**src/rtl/mips_pkg.sv**
```systemverilog
// Shared definitions for the mipscpu front end.
//   - Opcode field values (bits [31:26]) used by the datapath decoder.
//   - Default halt encoding for the fetch unit.
//   - fetch_state_t: the fetch controller's state set.
//   - next_pc(): sequential / taken-branch program counter arithmetic.
package mips_pkg;

    localparam logic [5:0] OP_RTYPE = 6'd0;
    localparam logic [5:0] OP_LW    = 6'd35;
    localparam logic [5:0] OP_SW    = 6'd43;
    localparam logic [5:0] OP_BEQ   = 6'd4;

    localparam logic [31:0] HALT_WORD_DEFAULT = 32'hFFFF_FFFF;

    typedef enum logic [2:0] {
        FS_IDLE,
        FS_FETCH,
        FS_ISSUE,
        FS_RESOLVE,
        FS_HALT,
        FS_FAULT
    } fetch_state_t;

    // beq target: pc + 4 + (offset << 2), everything modulo 2^32.
    function automatic logic [31:0] next_pc(input logic [31:0] pc,
                                            input logic        taken,
                                            input logic [31:0] offset);
        logic [31:0] step;
        step = taken ? {offset[29:0], 2'b00} : 32'd0;
        return pc + 32'd4 + step;
    endfunction

endpackage

```
**src/rtl/instr_rom.sv**
```systemverilog
// Instruction memory: DEPTH x 32-bit words.
//   clk_i      rising-edge clock
//   rst_ni     asynchronous active-low reset (read data register only)
//   rd_en_i    read enable; rd_data_o updates only when set
//   rd_addr_i  word read address
//   rd_data_o  registered read data (holds between reads)
//   wr_en_i    load write enable
//   wr_addr_i  word write address
//   wr_data_i  word to write
// The array itself is never reset so a program survives a CPU reset.
module instr_rom #(
    parameter int unsigned DEPTH  = 64,
    parameter int unsigned ADDR_W = $clog2(DEPTH)
) (
    input  logic              clk_i,
    input  logic              rst_ni,
    input  logic              rd_en_i,
    input  logic [ADDR_W-1:0] rd_addr_i,
    output logic [31:0]       rd_data_o,
    input  logic              wr_en_i,
    input  logic [ADDR_W-1:0] wr_addr_i,
    input  logic [31:0]       wr_data_i
);

    logic [31:0] mem_q [DEPTH];
    logic [31:0] rd_data_q;

    always_ff @(posedge clk_i) begin
        if (wr_en_i) begin
            mem_q[wr_addr_i] <= wr_data_i;
        end
    end

    // The read register doubles as the fetched-instruction register, so it
    // clears on reset even though the array does not.
    always_ff @(posedge clk_i or negedge rst_ni) begin
        if (!rst_ni) begin
            rd_data_q <= 32'd0;
        end else if (rd_en_i) begin
            rd_data_q <= mem_q[rd_addr_i];
        end
    end

    assign rd_data_o = rd_data_q;

endmodule

```
**src/rtl/instr_fetch_unit.sv**
```systemverilog
// Fetch stage for the single-cycle mipscpu datapath.
//   clock, reset          rising-edge clock, asynchronous active-low reset
//   start                 begin fetching (IDLE) or restart from RESET_PC (HALT)
//   stall                 hold the PC update while in RESOLVE
//   branch, zero,
//   branch_offset         beq resolution inputs for the issued instruction
//   load_en, load_addr,
//   load_data             program load port, honoured only in IDLE
//   instrword, newinstr   fetched word and its one-cycle valid pulse
//   pc, pc_plus4          address of instrword and that address + 4
//   halted, fault         stopped in HALT/FAULT; fault only in FAULT
// Each instruction spends one cycle each in FETCH, ISSUE and RESOLVE
// (RESOLVE extends while stalled).
module instr_fetch_unit
    import mips_pkg::*;
#(
    parameter int unsigned IMEM_DEPTH = 64,
    parameter logic [31:0] RESET_PC   = 32'h0000_0000,
    parameter logic [31:0] HALT_WORD  = HALT_WORD_DEFAULT
) (
    input  logic                          clock,
    input  logic                          reset,
    input  logic                          start,
    input  logic                          stall,
    input  logic                          branch,
    input  logic                          zero,
    input  logic [31:0]                   branch_offset,
    input  logic                          load_en,
    input  logic [$clog2(IMEM_DEPTH)-1:0] load_addr,
    input  logic [31:0]                   load_data,
    output logic [31:0]                   instrword,
    output logic                          newinstr,
    output logic [31:0]                   pc,
    output logic [31:0]                   pc_plus4,
    output logic                          halted,
    output logic                          fault
);

    localparam int unsigned ADDR_W = $clog2(IMEM_DEPTH);

    fetch_state_t state_q;
    logic [31:0]  pc_q;
    logic         halted_q;
    logic         fault_q;

    logic         pc_valid;
    logic         rom_rd_en;
    logic         rom_wr_en;
    logic [31:0]  rom_rd_data;

    // A PC is fetchable only if word aligned and inside the memory.
    assign pc_valid  = (pc_q[1:0] == 2'b00) && (pc_q[31:2] < 30'(IMEM_DEPTH));
    assign rom_rd_en = (state_q == FS_FETCH) && pc_valid;
    assign rom_wr_en = (state_q == FS_IDLE) && load_en;

    instr_rom #(
        .DEPTH  (IMEM_DEPTH),
        .ADDR_W (ADDR_W)
    ) u_rom (
        .clk_i     (clock),
        .rst_ni    (reset),
        .rd_en_i   (rom_rd_en),
        .rd_addr_i (pc_q[ADDR_W+1:2]),
        .rd_data_o (rom_rd_data),
        .wr_en_i   (rom_wr_en),
        .wr_addr_i (load_addr),
        .wr_data_i (load_data)
    );

    always_ff @(posedge clock or negedge reset) begin
        if (!reset) begin
            state_q  <= FS_IDLE;
            pc_q     <= RESET_PC;
            halted_q <= 1'b0;
            fault_q  <= 1'b0;
        end else begin
            case (state_q)
                FS_IDLE: begin
                    // A load in the same cycle wins; start must be re-issued.
                    if (start && !load_en) begin
                        state_q <= FS_FETCH;
                    end
                end
                FS_FETCH: begin
                    if (pc_valid) begin
                        state_q <= FS_ISSUE;
                    end else begin
                        state_q  <= FS_FAULT;
                        halted_q <= 1'b1;
                        fault_q  <= 1'b1;
                    end
                end
                FS_ISSUE: begin
                    if (rom_rd_data == HALT_WORD) begin
                        state_q  <= FS_HALT;
                        halted_q <= 1'b1;
                    end else begin
                        state_q <= FS_RESOLVE;
                    end
                end
                FS_RESOLVE: begin
                    if (!stall) begin
                        pc_q    <= next_pc(pc_q, branch & zero, branch_offset);
                        state_q <= FS_FETCH;
                    end
                end
                FS_HALT: begin
                    if (start) begin
                        pc_q     <= RESET_PC;
                        halted_q <= 1'b0;
                        state_q  <= FS_FETCH;
                    end
                end
                FS_FAULT: begin
                    // Sticky until reset.
                end
                default: begin
                    state_q  <= FS_IDLE;
                    halted_q <= 1'b0;
                    fault_q  <= 1'b0;
                end
            endcase
        end
    end

    // The halt word is never presented as a valid instruction.
    assign newinstr  = (state_q == FS_ISSUE) && (rom_rd_data != HALT_WORD);
    assign instrword = rom_rd_data;
    assign pc        = pc_q;
    assign pc_plus4  = pc_q + 32'd4;
    assign halted    = halted_q;
    assign fault     = fault_q;

endmodule

```
**config.mk**
```make
export PLATFORM = sky130hd
export DESIGN_NAME = instr_fetch_unit
export DESIGN_NICKNAME = d
export VERILOG_FILES = /design/src/rtl/mips_pkg.sv /design/src/rtl/instr_rom.sv /design/src/rtl/instr_fetch_unit.sv
export SDC_FILE = /design/constraint.sdc
export NUM_CORES = 2
export LEC_CHECK = 0
export BUFFER_PORTS_ARGS = -buffer_cell sky130_fd_sc_hd__buf_2
export CORE_AREA = 5 5 436 438
export DETAILED_ROUTE_END_ITERATION = 16
export DIE_AREA = 0 0 441 443
export PLACE_DENSITY = 0.65
export RECOVER_POWER = 25
export SLEW_MARGIN = 10
export SYNTH_ARGS = -nofsm -noshare
export SYNTH_HDL_FRONTEND = slang
export SYNTH_SLANG_ARGS = --single-unit
export TNS_END_PERCENT = 20
```
**constraint.sdc**
```tcl
create_clock -name clock -period 4.7 [get_ports clock]
set_input_delay 0.705 -clock clock [delete_from_list [all_inputs] [get_ports clock]]
set_output_delay 0.705 -clock clock [all_outputs]
set_load 0.01 [all_outputs]
```
After elaboration in Yosys (flattened, before gate mapping)
Memories as Yosys holds them, arrays and structs flattened. A register that Yosys moved wholly into a read port is not among the register bits.
Index checks and enable logic that the tools add are counted.
{ "word_totals": {"memories": 1, "ramBits": 2048, "wordCells": 57, "regBits": 37} }
{ "mem_list": {"columns": ["name", "depth", "width", "read_ports", "rd_clocked_by_memory_dff", "write_ports", "line", "text"], "rows": [
  ["u_rom.mem_q", 64, 32, 1, 1, 1, "instr_rom.sv:25", "logic [31:0] mem_q [DEPTH];"]
]} }
{ "classes": {"mux": 17, "order_cmp": 1, "bitwise_logic": 4, "reduce_logical": 16, "add_sub_neg": 2, "eq_ne": 12} }
{ "op_table": {"columns": ["op", "count"], "rows": [
  ["32-bit 2-to-1 mux", 3],
  ["32-bit one-hot mux with 2 select lines", 1],
  ["32-bit by 3-bit adder with 32-bit output (second input constant)", 1],
  ["32-bit adder", 1],
  ["32-bit equality test (second input constant)", 1],
  ["32-bit != test (second input constant)", 1],
  ["30-bit by 7-bit less-than comparator with 1-bit output (second input constant)", 1],
  ["3-bit one-hot mux with 6 select lines", 1],
  ["3-bit 2-to-1 mux", 5],
  ["2-bit != test (second input constant)", 4],
  ["4-bit AND reduction", 2],
  ["3-bit by 2-bit equality test with 1-bit output (second input constant)", 2],
  ["3-bit equality test (second input constant)", 2],
  ["1-bit logical AND", 5],
  ["1-bit 2-to-1 mux", 5],
  ["5-bit OR reduction", 1],
  ["1-bit one-hot mux with 4 select lines", 1],
  ["3-bit by 1-bit equality test with 1-bit output (second input constant)", 1],
  ["3-bit zero test", 1],
  ["1-bit inverter", 3],
  ["3-bit AND reduction", 1],
  ["3-bit OR reduction", 1],
  ["1-bit zero test", 2],
  ["2-bit zero test", 1],
  ["5 further kinds", 5]
]} }

Logic depth before layout (Yosys ltp)
{ "logic_depth": {"ltp_word": 5, "depth_mapped": 17, "mapped_depth_nobuf": 15} }

Cells and area by module
Synthesis repeated with hierarchy kept, for this count alone.
{ "hier_totals": {"cells_unflattened": 4342, "hier_area_um2": 83856.7} }
{ "by_module_without_submodules": {"columns": ["mod", "cells_per_inst", "seq_area_each_um2", "instances", "area_each_um2"], "rows": [
  ["instr_rom", 3843, 62299.8, 1, 79990.5],
  ["instr_fetch_unit", 499, 875.8, 1, 3866.2]
]} }

Worst setup path before layout
OpenSTA, ideal clock, no wires.
{ "synth_timing": {"path_kind": "register to register", "start": "register pc_q[6], in the netlist pc[6]", "end": "register pc_q[26], in the netlist pc[26]", "arrival_ns": 4.338, "period_less_slack_ns": 4.465, "path_stages_with_launch": 16, "setup_slack_ns": 0.235, "required_ns": 4.573, "path_cell_list": "dfrtp_1 clkbuf_1 buf_2 buf_2 buf_1 clkbuf_1 xnor2_1 ha_1 o21ai_0 o21bai_1 a21o_1 a31o_2 a221oi_1 o31a_1 mux2i_1 nand3_1"} }
{ "synth_between": {"elab_chain_cells": 4} }
{ "synth_lines": {"columns": ["item", "line", "text"], "rows": [
  ["start: declaration", "instr_fetch_unit.sv:42", "logic [31:0] pc_q;"],
  ["start signal: assignment", "instr_fetch_unit.sv:103", "pc_q <= next_pc(pc_q, branch & zero, branch_offset);"],
  ["32-bit by 3-bit adder with 32-bit output", null, null],
  ["net pc_plus4[6]", "instr_fetch_unit.sv:34", "output logic [31:0] pc_plus4,"],
  ["32-bit adder", "mips_pkg.sv:30", "return pc + 32'd4 + step;"],
  ["32-bit 2-to-1 mux", "instr_fetch_unit.sv:102", "if (!stall) begin"],
  ["32-bit one-hot mux with 2 select lines", "instr_fetch_unit.sv:77", "case (state_q)"]
]} }
The timed path passes the listed nets, and every way through them passes these cells. The select of a mux whose other input is x is not followed.
A chain may end at the register's enable or synchronous reset.

Final worst setup path
{ "layout_timing": {"start": "register pc_q[2], in the netlist pc[2]", "end": "register pc_q[27], in the netlist pc[27]"} }
{ "layout_between": {"elab_chain_cells": 4} }
{ "layout_lines": {"columns": ["item", "line"], "rows": [
  ["32-bit by 3-bit adder with 32-bit output", "mips_pkg.sv:30"],
  ["32-bit adder", "mips_pkg.sv:30"],
  ["32-bit 2-to-1 mux", "instr_fetch_unit.sv:102"],
  ["32-bit one-hot mux with 2 select lines", "instr_fetch_unit.sv:77"]
]} }
Every way passes these cells. The select of a mux whose other input is x is not followed.

==> impl_metrics.ini <==
[setup_path]
arrival_ns = 4.82
r2r_cells = 14
max_stage_delay_ns = 0.51
required_ns = 5.37
slowest_stage = o21ai_0
r2r_slack_ns = 0.55
path_cells = ha_1 -> nand2_1 -> nor2_1 -> nand3_1 -> nor2_1 -> xor2_1 -> ha_1 -> a21o_1 -> a21oi_1 -> nand3b_1 -> o21ai_0 -> o21ai_0 -> a211oi_1 -> o31ai_1
worst_setup_path_end_kind = register
crit_path_start_kind = register
worstPathMaxFanout = 10
crit_buf_inv = 0
critical_path_depth = 14
worst-setup-path-type = reg -> reg
critPathTopFamily = compound AO/OA/AOI/OAI gates

[synthesis]
ys_ff_latch = 2115
yosysTopAreaCell = edfxtp_1
syn_avg_cell_area_sq_um = 23.0
ys_types = 60
synth_area_leaders = edfxtp_1 74%, mux4_2 18%, dfrtp_1 2.0%
synth_top_area_frac = 0.742
seq_area_frac_synth = 0.763
synthFlopType = edfxtp_1
async_flop_share = 0.0317
netlist_instances = 3609
synth_edf_count = 2048
syn_area_sq_um = 82800
synth.yosys.warnings = 0

[pwr]
peakVddDrop_mv = 0.578
leakage_nw = 29.1
swShare = 0.274
p_int_mw = 35.7
sequentialPowerShare = 0.440
powerDensity_nw_per_um2 = 518
switchingPower_mw = 13.5
p_clk_frac = 0.331
p_comb_frac = 0.229

[cells_and_area]
final_cell_mix = 2048 x edfxtp_1, 646 x mux4_2, 207 x clkbuf_16
drive_above_1_share = 0.324
fin_nets = 4039
layout_commonest_cell = edfxtp_1
synthToLayoutAreaGrowth_pct = 14.5

[clocking]
cts_buffer_depth = 3
clk_latency_ns = 0.82
path_clk_slew_ns = 0.06
ctsResizeCount = 0
clockRootBuffer = clkbuf_16
post_cts.repair.setup_buffers = 0
htreeDepth = 4
cts_tree = yes
cts_buffers = 204
cts.sinks = 2115

[floorplanning]
ios = 176
core_area_sq_um = 186000
die-width_microns = 441
die_h_microns = 443
die_area_sq_um = 195000
rows = 159
start_util = 0.445

[global_route]
grt_pass1_wl_mm = 301
grt_max_degree = 128
globalRouteOverflowTotal = 0
track_usage = 0.217
antenna_found_initial = 10
first_global_vias = 39735

[timing]
clock.fmax_ghz = 0.241
worst_slew_pin_slew_ns = 3.42
fin_tns_setup_ns = 0
final_hold_viol_count = 0
slew_violations = 1544
finalSetupViolCount = 0
setup_ws_ns = 0.552
skew_ns = 0.0226
min_period_over_period = 0.883
fin_crit_ns = 4.15
rsz0062_at_grt = no
relSlewSlack = -1.28

[status]
violations = max-capacitance violations, max-slew violations
outcome = finished, violations left

[drt]
first_iter_violations = 5089
detail-route-antenna-nets = 0
wl_met1_mm = 86.5
routed.top_layer = met5
met3WireLength_mm = 17.3
wl_met2_mm = 104
vias = 40303
wl_mm = 213
drcViolationCount = 0
first_pass_iters = 7
wl_per_cell_microns = 32.3
vias_per_cell = 6.10

[place]
place_congestion = 0.821
post-place-ws_ns = 0.663
dp_hpwl_mm = 118
portBuffers = 169

[hold_path]
worstHoldPathType = in -> reg
hold_depth = 4

[run]
maxCapViolCount = 24
power by group through the flow:
stage / Clock (mW) / Sequential (mW) / Combinational, mW
after detailed placement: 0 / 22.0 / 11.4
after global placement: 0 / 22.0 / 11.4
after CTS: 16.5 / 21.6 / 11.5
final: 16.3 / 21.6 / 11.3
after global routing: 17.3 / 21.6 / 11.9
after floorplan: 0 / 21.7 / 7.74
cells by family (layout without fill, tap and decap cells):
kind of cell,count (synthesis),after routing,synth area share
other,1,10,0.0000453
multiplexers,708,708,0.183
AO/OA/AOI/OAI,176,176,0.0138
flip-flops,2115,2115,0.763
AND/OR/NAND/NOR,328,328,0.0196
adder cells (fa/ha/maj),31,31,0.00477
XOR/XNOR,47,47,0.00497
buffers and inverters,203,697,0.0108
cells in the mapped netlist, drive strengths merged, types with 12 or more instances:
master     n
a21o      20
nand2     63
mux4     646
xor2      16
buf      101
ha        30
clkbuf    96
a21oi     39
mux2i     40
xnor2     31
nor2     104
mux2      22
nor2b     21
o32ai     12
o21ai     38
nand3     31
o22ai     14
edfxtp  2048
nand4     18
and3      39
dfrtp     67
sequential cells by signal, summed over array words and instances (netlist names):
signal	flops
u_rom.rd_data_o	32
state_q	3
fault	1
pc	30
halted	1
u_rom.mem_q	2048
layout make-up:
type / instances / area, sq um
well taps: 2495 / 3120
fillers: 14524 / 91400
multi-input cells: 1294 / 19300
repair buffers: 310 / 2530
flip-flops and latches: 2115 / 63200
clock buffers: 263 / 5520
diodes: 6 / 15.0
inverters: 6 / 22.5
clock inverters: 118 / 1160
layer usage:
metal / track usage / vias up
met4: 0.0563 / 4
met2: 0.345 / 2012
met1: 0.315 / 21886
met3: 0.0365 / 299
met5: 0 / -
li1: - / 16102
path summary, 6_finish.rpt:
kind,from,endpoint
setup reg to reg,pc[2],pc[27]
min in group asynchronous,reset,pc[24]
max in group asynchronous,reset,pc[3]
setup / recovery,pc[2],pc[27]
hold reg to reg,u_rom.rd_data_o[14],u_rom.rd_data_o[14]
hold / removal,stall,state_q[1]
worst register-to-register path, delay by kind of cell (launching register included):
kind                     cells  cell delay (ns)
flip-flops                   1             0.43
AO/OA/AOI/OAI                6             1.63
AND/OR/NAND/NOR              5             1.02
XOR/XNOR                     1             0.31
adder cells (fa/ha/maj)      2             0.63
stage by stage:
| step | std cells | util | total power, mW | hold WS, ns | instance area, sq um |
|---|---|---|---|---|---|
| finish | 6607 | 0.509 | 49.1 | 0.376 | 94900 |
| global route | 6604 | 0.509 | 50.8 | 0.364 | 94800 |
| CTS | 6601 | 0.510 | 49.6 | 0.306 | 94900 |
| detailed placement | 6219 | 0.474 | 33.4 | 0.552 | 88200 |
| global placement | 6219 | 0.474 | 33.3 | 0.552 | 88200 |
| floorplan | 3612 | - | 29.4 | 0.409 | 82900 |
repair_timing:
item                                    CTS  global route
endpoints found under the setup margin    0             0
hold buffers                              1             0
endpoints found under the hold margin    47             0
Note: power is estimated with default switching activity, not from simulation.
